File: src/rtl/smac_pkg.sv
// smac_pkg: shared widths, FSM states and arithmetic helpers for smac_accum.
package smac_pkg;
    localparam int OP_W   = 8;
    localparam int PROD_W = 16;
    localparam int SAT_W  = 64;

    typedef enum logic [1:0] {IDLE, ACCUM, DRAIN, DONE} state_e;

    function automatic logic add_ovf(input logic sa, input logic sb, input logic ss);
        return (sa == sb) && (ss != sa);
    endfunction

    // Signed w-bit extreme in the direction of the overflow, sign-extended to SAT_W.
    function automatic logic signed [SAT_W-1:0] sat_clamp(input logic neg, input int w);
        logic [SAT_W-1:0] mx;
        mx = (SAT_W'(1) << (w - 1)) - SAT_W'(1);
        return neg ? $signed(~mx) : $signed(mx);
    endfunction
endpackage

File: src/rtl/smac_accum_if.sv
// smac_accum_if: operand-in and result-out valid/ready handshakes for smac_accum.
interface smac_accum_if
    import smac_pkg::*;
#(
    parameter int ACC_W = 24
);
    logic                    in_valid;
    logic                    in_ready;
    logic signed [OP_W-1:0]  a;
    logic signed [OP_W-1:0]  b;
    logic                    out_valid;
    logic                    out_ready;
    logic signed [ACC_W-1:0] acc;
    logic                    ovf;

    modport master (output in_valid, a, b, out_ready, input in_ready, out_valid, acc, ovf);
    modport slave  (input in_valid, a, b, out_ready, output in_ready, out_valid, acc, ovf);
endinterface

File: src/rtl/smult8bit.sv
// smult8bit: 8x8 signed multiplier with a full 16-bit product.
module smult8bit (
    input  logic signed [7:0]  a,
    input  logic signed [7:0]  b,
    output logic signed [15:0] p
);
    assign p = a * b;
endmodule

File: src/rtl/smac_accum.sv
// smac_accum: streaming signed 8x8 multiply-accumulate, one dot product per N_TERMS pairs.
// Define SMAC_SAT_EN to clamp acc on overflow instead of wrapping.
module smac_accum
    import smac_pkg::*;
#(
    parameter int N_TERMS = 4,
    parameter int ACC_W   = 24
) (
    input  logic        clk,
    input  logic        rst,
    input  logic        clear,
    smac_accum_if.slave bus
);
    localparam int CW = $clog2(N_TERMS + 1);

    if (ACC_W < PROD_W || ACC_W > SAT_W) begin : g_acc_w_chk
        $error("smac_accum: ACC_W must be in 16..64");
    end
    if (N_TERMS < 1 || N_TERMS > 256) begin : g_n_terms_chk
        $error("smac_accum: N_TERMS must be in 1..256");
    end

    state_e                  state_q, state_d;
    logic [CW-1:0]           cnt_q, cnt_d;
    logic signed [OP_W-1:0]  op_a_q, op_b_q;
    logic                    op_v_q, op_first_q, take, done_hs;
    logic signed [PROD_W-1:0] prod;
    logic signed [ACC_W-1:0] acc_q, acc_d, prod_x, sum;
    logic                    ovf_q, ovf_d, add_o;

    smult8bit u_mult (.a(op_a_q), .b(op_b_q), .p(prod));

    assign bus.in_ready  = (state_q == IDLE) || (state_q == ACCUM);
    assign bus.out_valid = state_q == DONE;
    assign bus.acc       = acc_q;
    assign bus.ovf       = ovf_q;
    assign take          = bus.in_valid && bus.in_ready && !clear;
    assign done_hs       = (state_q == DONE) && bus.out_ready;

    always_comb begin
        state_d = state_q;
        cnt_d   = cnt_q;
        if (take) begin
            cnt_d   = cnt_q + 1'b1;
            state_d = (cnt_d == CW'(N_TERMS)) ? DRAIN : ACCUM;
        end
        if (state_q == DRAIN) state_d = DONE;
        if (done_hs || clear) begin
            state_d = IDLE;
            cnt_d   = '0;
        end
    end

    assign prod_x = ACC_W'(prod);
    assign sum    = acc_q + prod_x;
    assign add_o  = op_v_q && !op_first_q && add_ovf(acc_q[ACC_W-1], prod_x[ACC_W-1], sum[ACC_W-1]);

    // clear keeps acc; the next first term overwrites it.
`ifdef SMAC_SAT_EN
    logic signed [SAT_W-1:0] sat_v;
    assign sat_v = sat_clamp(prod_x[ACC_W-1], ACC_W);
    assign acc_d = (clear || !op_v_q) ? acc_q : op_first_q ? prod_x : add_o ? sat_v[ACC_W-1:0] : sum;
`else
    assign acc_d = (clear || !op_v_q) ? acc_q : op_first_q ? prod_x : sum;
`endif

    assign ovf_d = !(done_hs || clear) && (ovf_q || add_o);

    always_ff @(posedge clk) begin
        if (rst) begin
            state_q    <= IDLE;
            cnt_q      <= '0;
            op_a_q     <= '0;
            op_b_q     <= '0;
            op_v_q     <= 1'b0;
            op_first_q <= 1'b0;
            acc_q      <= '0;
            ovf_q      <= 1'b0;
        end else begin
            state_q <= state_d;
            cnt_q   <= cnt_d;
            op_v_q  <= take;
            acc_q   <= acc_d;
            ovf_q   <= ovf_d;
            if (take) begin
                op_a_q     <= bus.a;
                op_b_q     <= bus.b;
                op_first_q <= state_q == IDLE;
            end
        end
    end
endmodule

File: src/flat_wrapper.sv
// flat-port wrapper written by rule: the top's interface ports become plain ports
module smac_accum_flat import smac_pkg::*;
#(
    parameter int N_TERMS = 4,
    parameter int ACC_W   = 24
)
  (clk, rst, clear, bus_in_valid, bus_a, bus_b, bus_out_ready, bus_in_ready, bus_out_valid, bus_acc, bus_ovf);
  smac_accum_if #(.ACC_W(ACC_W)) bus_i ();
  input  logic clk;
  input  logic rst;
  input  logic clear;
  input wire logic [$bits(bus_i.in_valid)-1:0] bus_in_valid;
  input wire logic [$bits(bus_i.a)-1:0] bus_a;
  input wire logic [$bits(bus_i.b)-1:0] bus_b;
  input wire logic [$bits(bus_i.out_ready)-1:0] bus_out_ready;
  output wire logic [$bits(bus_i.in_ready)-1:0] bus_in_ready;
  output wire logic [$bits(bus_i.out_valid)-1:0] bus_out_valid;
  output wire logic [$bits(bus_i.acc)-1:0] bus_acc;
  output wire logic [$bits(bus_i.ovf)-1:0] bus_ovf;
  assign bus_i.in_valid = bus_in_valid;
  assign bus_i.a = bus_a;
  assign bus_i.b = bus_b;
  assign bus_i.out_ready = bus_out_ready;
  assign bus_in_ready = bus_i.in_ready;
  assign bus_out_valid = bus_i.out_valid;
  assign bus_acc = bus_i.acc;
  assign bus_ovf = bus_i.ovf;
  smac_accum #(.N_TERMS(N_TERMS), .ACC_W(ACC_W)) u_core (.clk(clk), .rst(rst), .clear(clear), .bus(bus_i));
endmodule
File: config.mk
export PLATFORM = sky130hd
export DESIGN_NAME = smac_accum_flat
export DESIGN_NICKNAME = d
export VERILOG_FILES = /design/src/rtl/smac_pkg.sv /design/src/rtl/smac_accum_if.sv /design/src/rtl/smult8bit.sv /design/src/rtl/smac_accum.sv /design/src/flat_wrapper.sv
export SDC_FILE = /design/constraint.sdc
export NUM_CORES = 1
export LEC_CHECK = 0
export CAP_MARGIN = 20
export CORE_ASPECT_RATIO = 1.4
export CORE_MARGIN = 2
export CORE_UTILIZATION = 58
export DETAILED_ROUTE_END_ITERATION = 7
export DONT_BUFFER_PORTS = 1
export GPL_TIMING_DRIVEN = 1
export MAX_ROUTING_LAYER = met4
export PLACE_DENSITY = 0.74
export RECOVER_POWER = 100
export SYNTH_ARGS = -nofsm -noshare
export SYNTH_HDL_FRONTEND = slang
export SYNTH_HIERARCHICAL = 1
export SYNTH_SLANG_ARGS = --single-unit
File: constraint.sdc
create_clock -name clk -period 7.53 [get_ports clk]
set_input_delay 1.1295 -clock clk [delete_from_list [all_inputs] [get_ports clk]]
set_output_delay 1.1295 -clock clk [all_outputs]
set_load 0.1 [all_outputs]
## Word level (Yosys, flattened, before mapping)

Index checks and enable logic that the tools add are counted.

| cells by class | value |
|---|---|
| add/sub/neg operators | 2 |
| $mul | 1 |
| divide/modulo/power cells | 0 |
| magnitude comparators | 0 |
| equality and inequality tests | 6 |
| shifts and indexed selects | 0 |
| muxes and demuxes | 4 |
| bitwise gates (word level) | 0 |
| reductions and logical operators | 18 |

Operators by type and width:

| kind | count |
|---|---|
| adder 24 x 16 -> 24 bit | 1 |
| 2-to-1 mux 24 bit | 1 |
| multiplier 8 x 8 -> 16 bit | 1 |
| logical AND 1 bit | 7 |
| 2-to-1 mux 2 bit | 3 |
| equality test 2 bit (second input constant) | 2 |
| logical NOT 1 bit | 4 |
| logical OR 1 bit | 4 |
| adder 3 x 1 -> 3 bit (second input constant) | 1 |
| equality test 3 bit (second input constant) | 1 |
| equality test 2 x 1 -> 1 bit (second input constant) | 1 |
| logical NOT 2 bit | 1 |
| nonzero test 2 bit | 1 |
| OR reduction 2 bit | 1 |
| equality test 1 bit | 1 |
| inequality test 1 bit | 1 |

| word-level totals | value |
|---|---|
| register bits | 48 |
| latch bits | 0 |
| memory bits (writable) | 0 |
| ROM bits | 0 |
| input bits | 21 |
| memories kept | 0 |

## Depth between registers and ports, before layout

| depth | value |
|---|---|
| word-level depth | 7 |
| depth in mapped cells | 26 |

## By module

Netlist, hierarchy kept.

Modules (own cells, without submodules):

| module | times used | cells an instance | area an instance (um^2) | seq. area each (um^2) |
|---|---|---|---|---|
| smac_accum | 1 | 384 | 3070.4 | 960.9 |
| smult8bit | 1 | 289 | 2543.7 | 0.0 |

## Worst setup path before layout

No wires, ideal clock.

| timing | value |
|---|---|
| path kind | register to register |
| from | register u_core.op_a_q[7] |
| to | register u_core.ovf_q (netlist: u_core/bus.ovf) |
| library setup time | 0.118 ns |
| data arrival time | 6.075 ns |
| path slack | 1.337 ns |
| cell stages (with the launch flop) | 24 |
| buffers on the path | 0 |
| period minus slack after synthesis | 6.193 ns |
| cells stage by stage | dfxtp_1 and2_1 fa_1 inv_1 fa_1 inv_1 fa_1 inv_1 fa_1 inv_1 ha_1 nand2_1 o21ai_0 o41ai_2 xnor2_1 ha_1 a21oi_1 o2111ai_1 a221oi_2 a21oi_2 a211o_2 mux2i_1 a31oi_1 nor2_1 |

| on the way | value |
|---|---|
| cells in the longest elaborated chain, start to end | 7 |

Ends and longest elaborated chain:

| what | line | text |
|---|---|---|
| start, declared | smac_accum.sv:25 | `logic signed [OP_W-1:0] op_a_q, op_b_q;` |
| start signal, assigned | smac_accum.sv:86 | `op_a_q <= bus.a;` |
| multiplier 8 x 8 -> 16 bit * | smult8bit.sv:7 | `assign p = a * b;` |
| named net u_core.prod[15] | smac_accum.sv:27 | `logic signed [PROD_W-1:0] prod;` |
| adder 24 x 16 -> 24 bit | smac_accum.sv:55 | `assign sum = acc_q + prod_x;` |
| inequality test 1 bit | smac_pkg.sv:10 | `return (sa == sb) && (ss != sa);` |
| logical AND 1 bit * | smac_pkg.sv:10 |  |
| logical AND 1 bit * | smac_accum.sv:56 | `assign add_o = op_v_q && !op_first_q && add_ovf(acc_q[ACC_W-1], prod_x[ACC_W-1], sum[ACC_W-1]);` |
| logical OR 1 bit * | smac_accum.sv:67 | `assign ovf_d = !(done_hs \|\| clear) && (ovf_q \|\| add_o);` |
| logical AND 1 bit * | smac_accum.sv:67 |  |
| end signal, assigned | smac_accum.sv:84 | `ovf_q <= ovf_d;` |
| end, declared | smac_accum.sv:29 | `logic ovf_q, ovf_d, add_o;` |

The timed path passes the listed nets; every way through them passes the cells marked *.
A chain may end at the register's enable or synchronous reset.

## Worst setup path in the final report

| timing | value |
|---|---|
| from | register u_core.op_b_q[7] |
| to | register u_core.acc_q[23] (netlist: u_core/bus.acc[23]) |

| on the way | value |
|---|---|
| cells in the longest elaborated chain, start to end | 3 |

Ends and longest elaborated chain:

| what | line | text |
|---|---|---|
| start, declared | smac_accum.sv:25 |  |
| start signal, assigned | smac_accum.sv:87 | `op_b_q <= bus.b;` |
| multiplier 8 x 8 -> 16 bit * | smult8bit.sv:7 |  |
| named net u_core.prod[15] | smac_accum.sv:27 |  |
| adder 24 x 16 -> 24 bit | smac_accum.sv:55 |  |
| 2-to-1 mux 24 bit * | smac_accum.sv:64 | `assign acc_d = (clear \|\| !op_v_q) ? acc_q : op_first_q ? prod_x : sum;` |
| end signal, assigned | smac_accum.sv:77 | `acc_q <= '0;` |
| end signal, assigned | smac_accum.sv:83 | `acc_q <= acc_d;` |
| end, declared | smac_accum.sv:28 | `logic signed [ACC_W-1:0] acc_q, acc_d, prod_x, sum;` |

Marks and branches as above.

==> out/results.txt <==
Most frequent cells in the layout -> inv_1 (93), nand2_1 (69), fa_1 (56), ha_1 (54), a21oi_1 (52)
Number of synthesized flops with an enable pin -> 0
Worst endpoint required time -> 7.75 ns
Startpoint Class -> flip-flop
Relative slew margins -> 4.049%
CP Capture Type -> flip-flop
Die H -> 120.4 um
Leakage Power -> 2.776 nW
Status -> complete, no violations
Largest family of logic cells by synthesized area -> adder cells
Compound-gate portion of the synthesized area -> 17.56%
Nets -> 798
Max-slew violations -> 0
Peak VDD IR -> 0.1222 mV
Setup TNS -> 0 ns
Reg2Reg Depth -> 23
Power density cells -> 128.8 nW/um^2
Grt total ovfl -> 0
Post-Place Cells -> 769
CP Class -> reg -> reg
Die area -> 10490 sq um
Clock latency on the worst-skew pair -> 0.30 ns
CTS Sinks -> 48
Synth unique cells -> 62
Vias in the first global route -> 4882
Hold Path End -> u_core/state_q[0]
Post-Synth XOR/XNOR Area -> 4.992%
Routed wire length -> 12.94 mm
Max frequency -> 147.5 MHz
Core ar. -> 9459 sq um
Via/cell ratio -> 5.913
Setup violators final -> 0
Yosys warns -> 6
Layout cell share with drive strength beyond 1 -> 3.743%
Cell count after synthesis -> 673
Initial antenna violation count -> 0
CTS Buf Count -> 5
Drt pass-1 iters -> 4
Part of the cycle the worst path needs -> 90.04%
Mapped Area -> 5614 sq um
First-pass GRT wire length -> 22.34 mm
Worst Hold Launch -> u_core/state_q[0]
Buffers on Ports -> 0
Most common cell after layout, fill and taps aside -> inv_1
PostCTS Resize Cnt -> 0
Pre-CTS WS -> 0.6194 ns
Critical register-to-register path startpoint -> u_core/op_b_q[7]
Post-synthesis sequential area ratio -> 17.12%
Syn_area_per_cell -> 8.342 sq um
Syn nets -> 804
Reg2reg setup slack -> 0.75 ns
H-tree depth -> 2
Largest net degree at the start of global routing -> 43
Max FO, Critical Path -> 11
Area delta synth->final -> 4.524%
CTS Root Buffer Type -> clkbuf_16
Final Skew -> 0.008025 ns
Seq cells post-synth -> 48
Reg area -> 960.9 sq um
Arr. time, crit path -> 7.00 ns
Longest Clk Path Bufs -> 2
RSZ-0062 raised after global routing -> false
DP HPWL -> 10.07 mm
Layout Cells excl Fill -> 778
Final Worst Setup Slack -> 0.7497 ns
Top FF cell, synth -> dfxtp_1
Actual slew at the worst max-slew pin -> 1.438 ns
Multi-input gate area -> 4200 sq um
Antenna-violating nets left -> 0
Tmin final -> 6.780 ns
Hold buffer count at CTS -> 0
Post-Synth Simple-Gate Area -> 19.57%
Max-cap violations -> 0
Hold Path Depth -> 2
Gr usage total -> 27.51%
Post-Synth Adder-Cell Area -> 32.00%
FP Rows -> 42
Multiplexer share of the synthesized area -> 1.270%
Fill cell count -> 826
Placed Instance Area -> 5705 sq um
Final Cell Area -> 5868 sq um
DRC violations left -> 0
Starting Density -> 59.35%
Ys async rst share -> 0%
Total setup buffers inserted after CTS -> 0
Final Hold Vio Count -> 0
Reg clk slew, reported paths -> 0.07 ns
Gpl congestion -> 0.9258
Tightest Hold Check Type -> reg -> reg
Die span in x -> 87.15 um
Via Count -> 4600
CTS tree -> yes
R2r endpoint -> u_core/bus.acc[23]
1st-iter DRT viols -> 210
# diodes -> 0
Wire per inst -> 16.63 um
Top Ports -> 48
power breakdown:
part / leakage, nW / internal, mW / switching (mW)
clock: 0.0944 / 0.192 / 0.106
sequential: 0.391 / 0.263 / 0.0498
combinational: 2.29 / 0.0580 / 0.0872
total: 2.78 / 0.513 / 0.243
cells by family after synthesis:
family / after synthesis
simple gates: 220
compound gates: 146
buf+inv: 110
fa+ha+maj: 110
flops: 48
xor+xnor: 32
mux: 7
per-stage QoR:
stage | power [mW] | utilization (%) | hold slack (ns)
finish | 0.7559 | 62.04 | 0.4944
global route | 0.7954 | 62.04 | 0.5171
CTS | 0.7654 | 62.37 | 0.4940
detailed placement | 0.4623 | 60.32 | 0.4809
global placement | 0.4585 | 60.32 | 0.4632
floorplan | 0.4313 | - | 0.4558
Yosys cell counts (all sizes together) (6+ instances only):
library cell	n	area, sq um
nand2	69	259.0
o211ai	9	67.56
nor2	46	172.7
fa	56	1121
xor2	10	87.58
nor3	11	55.05
dfxtp	48	960.9
inv	93	349.1
and2	50	315.3
mux2i	6	60.06
xnor2	22	192.7
clkbuf	12	45.04
ha	54	675.7
a21oi	53	287.8
a31oi	10	68.81
a211oi	11	87.58
nand3	8	40.04
o21ai	18	93.84
nor2b	11	68.82
a21o	16	121.4
routing by layer:
| metal | global-route usage, % | up-vias | routed length, um |
|---|---|---|---|
| met5 | - | - | 0 |
| met1 | 31.56 | 2237 | 5356 |
| met3 | 4.437 | 29 | 483 |
| met2 | 48.09 | 104 | 6736 |
| met4 | 9.712 | 0 | 362 |
| li1 | - | 2230 | - |
registers in the layout, summed over array words and instances, names as in the netlist:
signal             cells
u_core/op_a_q          8
u_core/cnt_q           3
u_core/op_first_q      1
u_core/op_v_q          1
u_core/bus.acc        24
u_core/op_b_q          8
u_core/bus.ovf         1
u_core/state_q         2
how the worst max path moves through the flow:
stage,start,to,slack (ns),depth (start not counted)
CTS,u_core/op_b_q[2],u_core/bus.acc[23],0.53,24
global route,u_core/op_b_q[7],u_core/bus.acc[23],0.30,23
global placement,u_core/op_b_q[0],u_core/bus.ovf,0.75,23
detailed placement,u_core/op_b_q[7],u_core/bus.acc[19],0.62,22
floorplan,u_core/op_a_q[7],u_core/bus.ovf,1.34,23
finish,u_core/op_b_q[7],u_core/bus.acc[23],0.75,23
final cells by class:
cell class / count / area share (%)
clock buffers: 5 / 2.132
repair buffers: 4 / 0.4478
multi-input cells: 515 / 71.58
inverters: 93 / 5.949
clock inverters: 3 / 1.173
flip-flops and latches: 48 / 16.38
well taps: 110 / 2.345
worst max-delay path, stage by stage (launching register included):
cell,delay (ns)
dfxtp_1,0.55
nand2b_1,0.15
fa_1,0.52
fa_1,0.54
inv_1,0.06
fa_1,0.53
inv_1,0.06
fa_1,0.54
inv_1,0.04
ha_1,0.35
a21o_1,0.18
a21oi_1,0.27
a21oi_1,0.14
o41ai_1,0.40
xnor2_1,0.28
clkbuf_1,0.44
ha_1,0.39
a21o_1,0.22
or2b_2,0.16
a21boi_0,0.08
a211o_2,0.37
nor2_1,0.12
a31oi_1,0.07
a31oi_1,0.24
No activity file was read; power rests on OpenSTA's default activity.
==> variant 1: new RTL, same settings <==
Reset style: asynchronous (`rst`), changed in one clocked block.
--- a/src/rtl/smac_accum.sv
+++ b/src/rtl/smac_accum.sv
@@ -66,7 +66,7 @@
 
     assign ovf_d = !(done_hs || clear) && (ovf_q || add_o);
 
-    always_ff @(posedge clk) begin
+    always_ff @(posedge clk or posedge rst) begin
         if (rst) begin
             state_q    <= IDLE;
             cnt_q      <= '0;
Check against the original RTL: not equivalent (a bounded check fails within 4 cycles, from zero or initial values and one cycle with rst high; the reset may be asserted at any time).
==> variant 1 against the original RTL <==
- the run now ends with capacitance limit, slew limit left
- hold slack got worse by 14 ps
- critical path type unchanged
- sequential cell count is the same
- synthesized cell count down 5.6%
- utilization decreased by 0.051 points
- final area grew 3.4%
- synthesized area increased by 2.7%
- worst setup slack got worse by 190 ps
- first-iteration DRC count decreased by 17%
- wire length decreased by 8.9%
Power is not shown: default switching activity piles up to over one toggle a cycle in this logic, so the estimate is an artifact.
==> variant 1: results (changes against the original RTL) <==
Main area contributors after synthesis = dfrtp_1 21%, fa_1 19%, ha_1 12%
Ys Warns = 6 (unchanged)
Min-Delay Path Class = register to register
Asr flop ratio synth = 100.0% (+100 points)
Worst endpoint data arrival time = 7150 ps (+150 ps)
First-pass GRT wire length = 20.16 mm (-9.8%)
F_max = 0.1435 GHz (-2.7%)
Setup WS pre-CTS = 677.7 ps (+58.30 ps)
Antenna violations before repair = 0 (unchanged)
Cell Area, Placed = 0.005918 mm2 (+3.7%)
Number of max-cap violations = 1 (+1)
Post-synthesis mux area share = 4.537% (+3.3 points)
Setup bufs post-CTS = 0 (unchanged)
Worst-Skew Late Latency = 300 ps (about the same)
Outcome = complete, but fails checks
Slew Viols, Final = 32 (+32)
Routed Wire Length = 11.79 mm (-8.9%)
R2R setup slack = 560 ps (-190 ps)
Max FFs per register = 24 (unchanged)
HPWL Detailed = 9.533 mm (-5.3%)
Setup Skew = 4.043 ps (-3.983 ps)
Slowest CP cell = xnor2_1
Post-synthesis sequential area ratio = 20.84% (+3.7 points)
Worst-path fanout max = 9 (-2)
Compound-cell area share of the yosys netlist = 15.32% (-2.2 points)
Fillers = 841 (+1.8%)
Capturing point of the worst reg2reg path = u_core/bus.acc[22]$_DFFE_PP0N_
Number of nets in the layout = 767 (-3.9%)
Worst hold slack = 480.0 ps (-14.37 ps)
DR vias = 4367 (-5.1%)
DRT iter0 DRCs = 175 (-17%)
Largest stage delay on the critical path = 640 ps (+90 ps)
Most common library cells after synthesis = 96 x inv_1, 56 x fa_1, 54 x ha_1
Share of post-route cells with drive strength above 1 = 6.122% (+2.4 points)
Largest net degree at the start of global routing = 49 (+14%)
Drt wl/cell = 15.27 um (-8.2%)
Placed Instances = 762 (-0.91%)
Gpl congestion = 0.8861 (-4.3%)
Vias in the first global route = 4488 (-8.1%)
Failing checks = capacitance limit, slew limit
Count of different cell masters after synthesis = 64 (+3.2%)
Adder-cell share of the synthesized area = 31.17% (-0.83 points)
Synthesized instance count = 635 (-5.6%)
GRT Total Usage = 24.17% (-3.3 points)
Hold Path Cell Cnt = 1 (-1)
CTS Root Buffer Type = clkbuf_16
First-pass DRT Iterations = 5 (+1)
CTS Buffer Depth = 2 (unchanged)
Hold endpoint = u_core/op_first_q$_DFFE_PP0P_
HP Start = u_core/state_q[0]$_DFFE_PP0P_
ANT nets after route = 0 (unchanged)
XOR/XNOR Fraction of Synth Area = 4.558% (-0.43 points)
Worst Max-Slew Pin Slew = 1719 ps (+280.4 ps)
CP Launch Point = u_core/op_a_q[7]$_DFFE_PP0P_
variant 1: cell count changes after synthesis, sizes merged, moves of 5 or more:
cell / before / now
a21oi: 53 / 41
dfxtp: 48 / 0
o21ai: 18 / 33
a31oi: 10 / 3
dfrtp: 0 / 48
a21o: 16 / 7
mux2: 1 / 17
clkbuf: 12 / 7
nand2: 69 / 44
nor2: 46 / 41
variant 1: cell type report:
class / instances / area (um2) / area share, %
Multi-Input combinational cell: 479 / 4133 / 68.09
Timing Repair Buffer: 5 / 50.05 / 0.8246
Clock buffer: 6 / 138.9 / 2.288
Inverter: 97 / 364.1 / 5.999
Tap cell: 135 / 168.9 / 2.783
Clock inverter: 2 / 13.76 / 0.2268
Sequential cell: 48 / 1201 / 19.79
variant 1: layer usage:
metal	global-route usage, %	wire (um)	vias to the layer above
li1	-	-	2123
met1	27.97	4838	2105
met2	42.34	6232	107
met3	2.778	361	32
met4	9.280	357	0
met5	-	0	-
==> variant 2: new RTL, config.mk and constraints unchanged <==
Made on the original files. `N_TERMS` is set to 4 in 2 places; all go to 8.
--- a/src/rtl/smac_accum.sv
+++ b/src/rtl/smac_accum.sv
@@ -3,7 +3,7 @@
 module smac_accum
     import smac_pkg::*;
 #(
-    parameter int N_TERMS = 4,
+    parameter int N_TERMS = 8,
     parameter int ACC_W   = 24
 ) (
     input  logic        clk,
--- a/src/flat_wrapper.sv
+++ b/src/flat_wrapper.sv
@@ -1,7 +1,7 @@
 // flat-port wrapper written by rule: the top's interface ports become plain ports
 module smac_accum_flat import smac_pkg::*;
 #(
-    parameter int N_TERMS = 4,
+    parameter int N_TERMS = 8,
     parameter int ACC_W   = 24
 )
   (clk, rst, clear, bus_in_valid, bus_a, bus_b, bus_out_ready, bus_in_ready, bus_out_valid, bus_acc, bus_ovf);
Check against the original RTL: not settled (the Yosys comparison gave no result); the edit may change what the design does.
==> variant 2 against the original RTL <==
- wire length is 0.86% higher
- power shrank 7.3%
- global-route usage down 0.69 points
- sequential share of layout area is 0.27 points higher
- synthesized area grew 2.2%
- worst setup slack better by 210 ps
- sequential cell count up 1
- clock power shrank 19%
- final area is 0.43% higher
- critical endpoint is now u_core/bus.acc[20]$_SDFFE_PP0N_
==> variant 2: results (changes against the original RTL) <==
Outcome = completed
XOR/XNOR Fraction of Synth Area = 4.884% (-0.11 points)
Reg2Reg Depth = 24 (+4.3%)
Worst IR Drop VDD = 89.82 uV (-26%)
Worst endpoint data arrival time = 6810 ps (-190 ps)
GR Util met1 = 32.52% (+0.96 points)
Worst hold slack = 476.2 ps (-18.24 ps)
Met3 usage = 3.049% (-1.4 points)
HPWL Detailed = 10.35 mm (+2.7%)
Avg Cell Area, Syn = 8.292 um2 (-0.60%)
Slew margin rel. = 4.620% (+0.57 points)
GRT Total Usage = 26.82% (-0.69 points)
R2R setup slack = 960 ps (+210 ps)
Routed vias/inst = 5.710 (-3.4%)
Met2 Use GR = 44.60% (-3.5 points)
Leakage = 0.002673 uW (-3.7%)
Share of post-route cells with drive strength above 1 = 2.937% (-0.81 points)
Capturing point of the worst reg2reg path = u_core/bus.acc[20]$_SDFFE_PP0N_
Largest net degree at the start of global routing = 42 (-2.3%)
DRT iter0 DRCs = 184 (-12%)
Hold endpoint = u_core/op_first_q$_SDFFE_PP0P_
Post-synthesis mux area share = 0.7196% (-0.55 points)
Critical Path End = u_core/bus.acc[20]$_SDFFE_PP0N_
Number of nets in the layout = 810 (+1.5%)
WL met1 = 5.505 mm (+2.8%)
First-pass DRT Iterations = 4 (unchanged)
First-pass GRT wire length = 22.05 mm (-1.3%)
Count of different cell masters after synthesis = 66 (+6.5%)
Min-Delay Path Class = register to register
Setup Skew = 10.28 ps (+2.258 ps)
Setup WS pre-CTS = 1201 ps (+581.6 ps)
Adder-cell share of the synthesized area = 31.09% (-0.91 points)
Most common library cells after synthesis = 97 x inv_1, 72 x nand2_1, 56 x fa_1
CTS Root Buffer Type = clkbuf_16
Met3 WL = 427 um (-12%)
Cell Area, Placed = 0.005776 mm2 (+1.2%)
Drt wl/cell = 15.99 um (-3.8%)
Compound-cell area share of the yosys netlist = 17.60% (+0.035 points)
Worst-path fanout max = 15 (+4)
Hold Path Cell Cnt = 1 (-1)
DR vias = 4659 (+1.3%)
Fin crit share = 87.27% (-2.8 points)
Main area contributors after synthesis = fa_1 20%, dfxtp_1 17%, ha_1 12%
Post-synthesis sequential area ratio = 17.10% (-0.021 points)
==> variant 2: cell count changes after synthesis, sizes merged, moves of 4 or more <==
cell    before  now
a21o        16    8
o21ai       18   37
clkbuf      12   20
a311oi       4    0
a31oi       10    5
o211ai       9    5
nor2        46   41
buf          5    1
inv         93   97
==> variant 2: area by class of cell <==
type | instances | area, um2
multi-input cells | 524 | 4205
fillers | 896 | 3899
flip-flops and latches | 49 | 980.9
inverters | 97 | 364.1
well taps | 135 | 168.9
clock buffers | 5 | 125.1
clock inverters | 3 | 26.28
repair buffers | 3 | 22.52
==> variant 2: power breakdown <==
part / total [uW] / internal, uW / switching (uW)
registers: 312 / 268 / 44.1
logic: 148 / 58.5 / 89.0
clock network: 241 / 126 / 115
total: 700 / 452 / 248
==> variant 2: cell families (layout without fill, tap and decap cells) <==
family,Yosys count,after routing
xor+xnor,32,32
flops,49,49
buf+inv,119,108
simple gates,221,221
fa+ha+maj,109,109
mux,4,4
compound gates,158,158
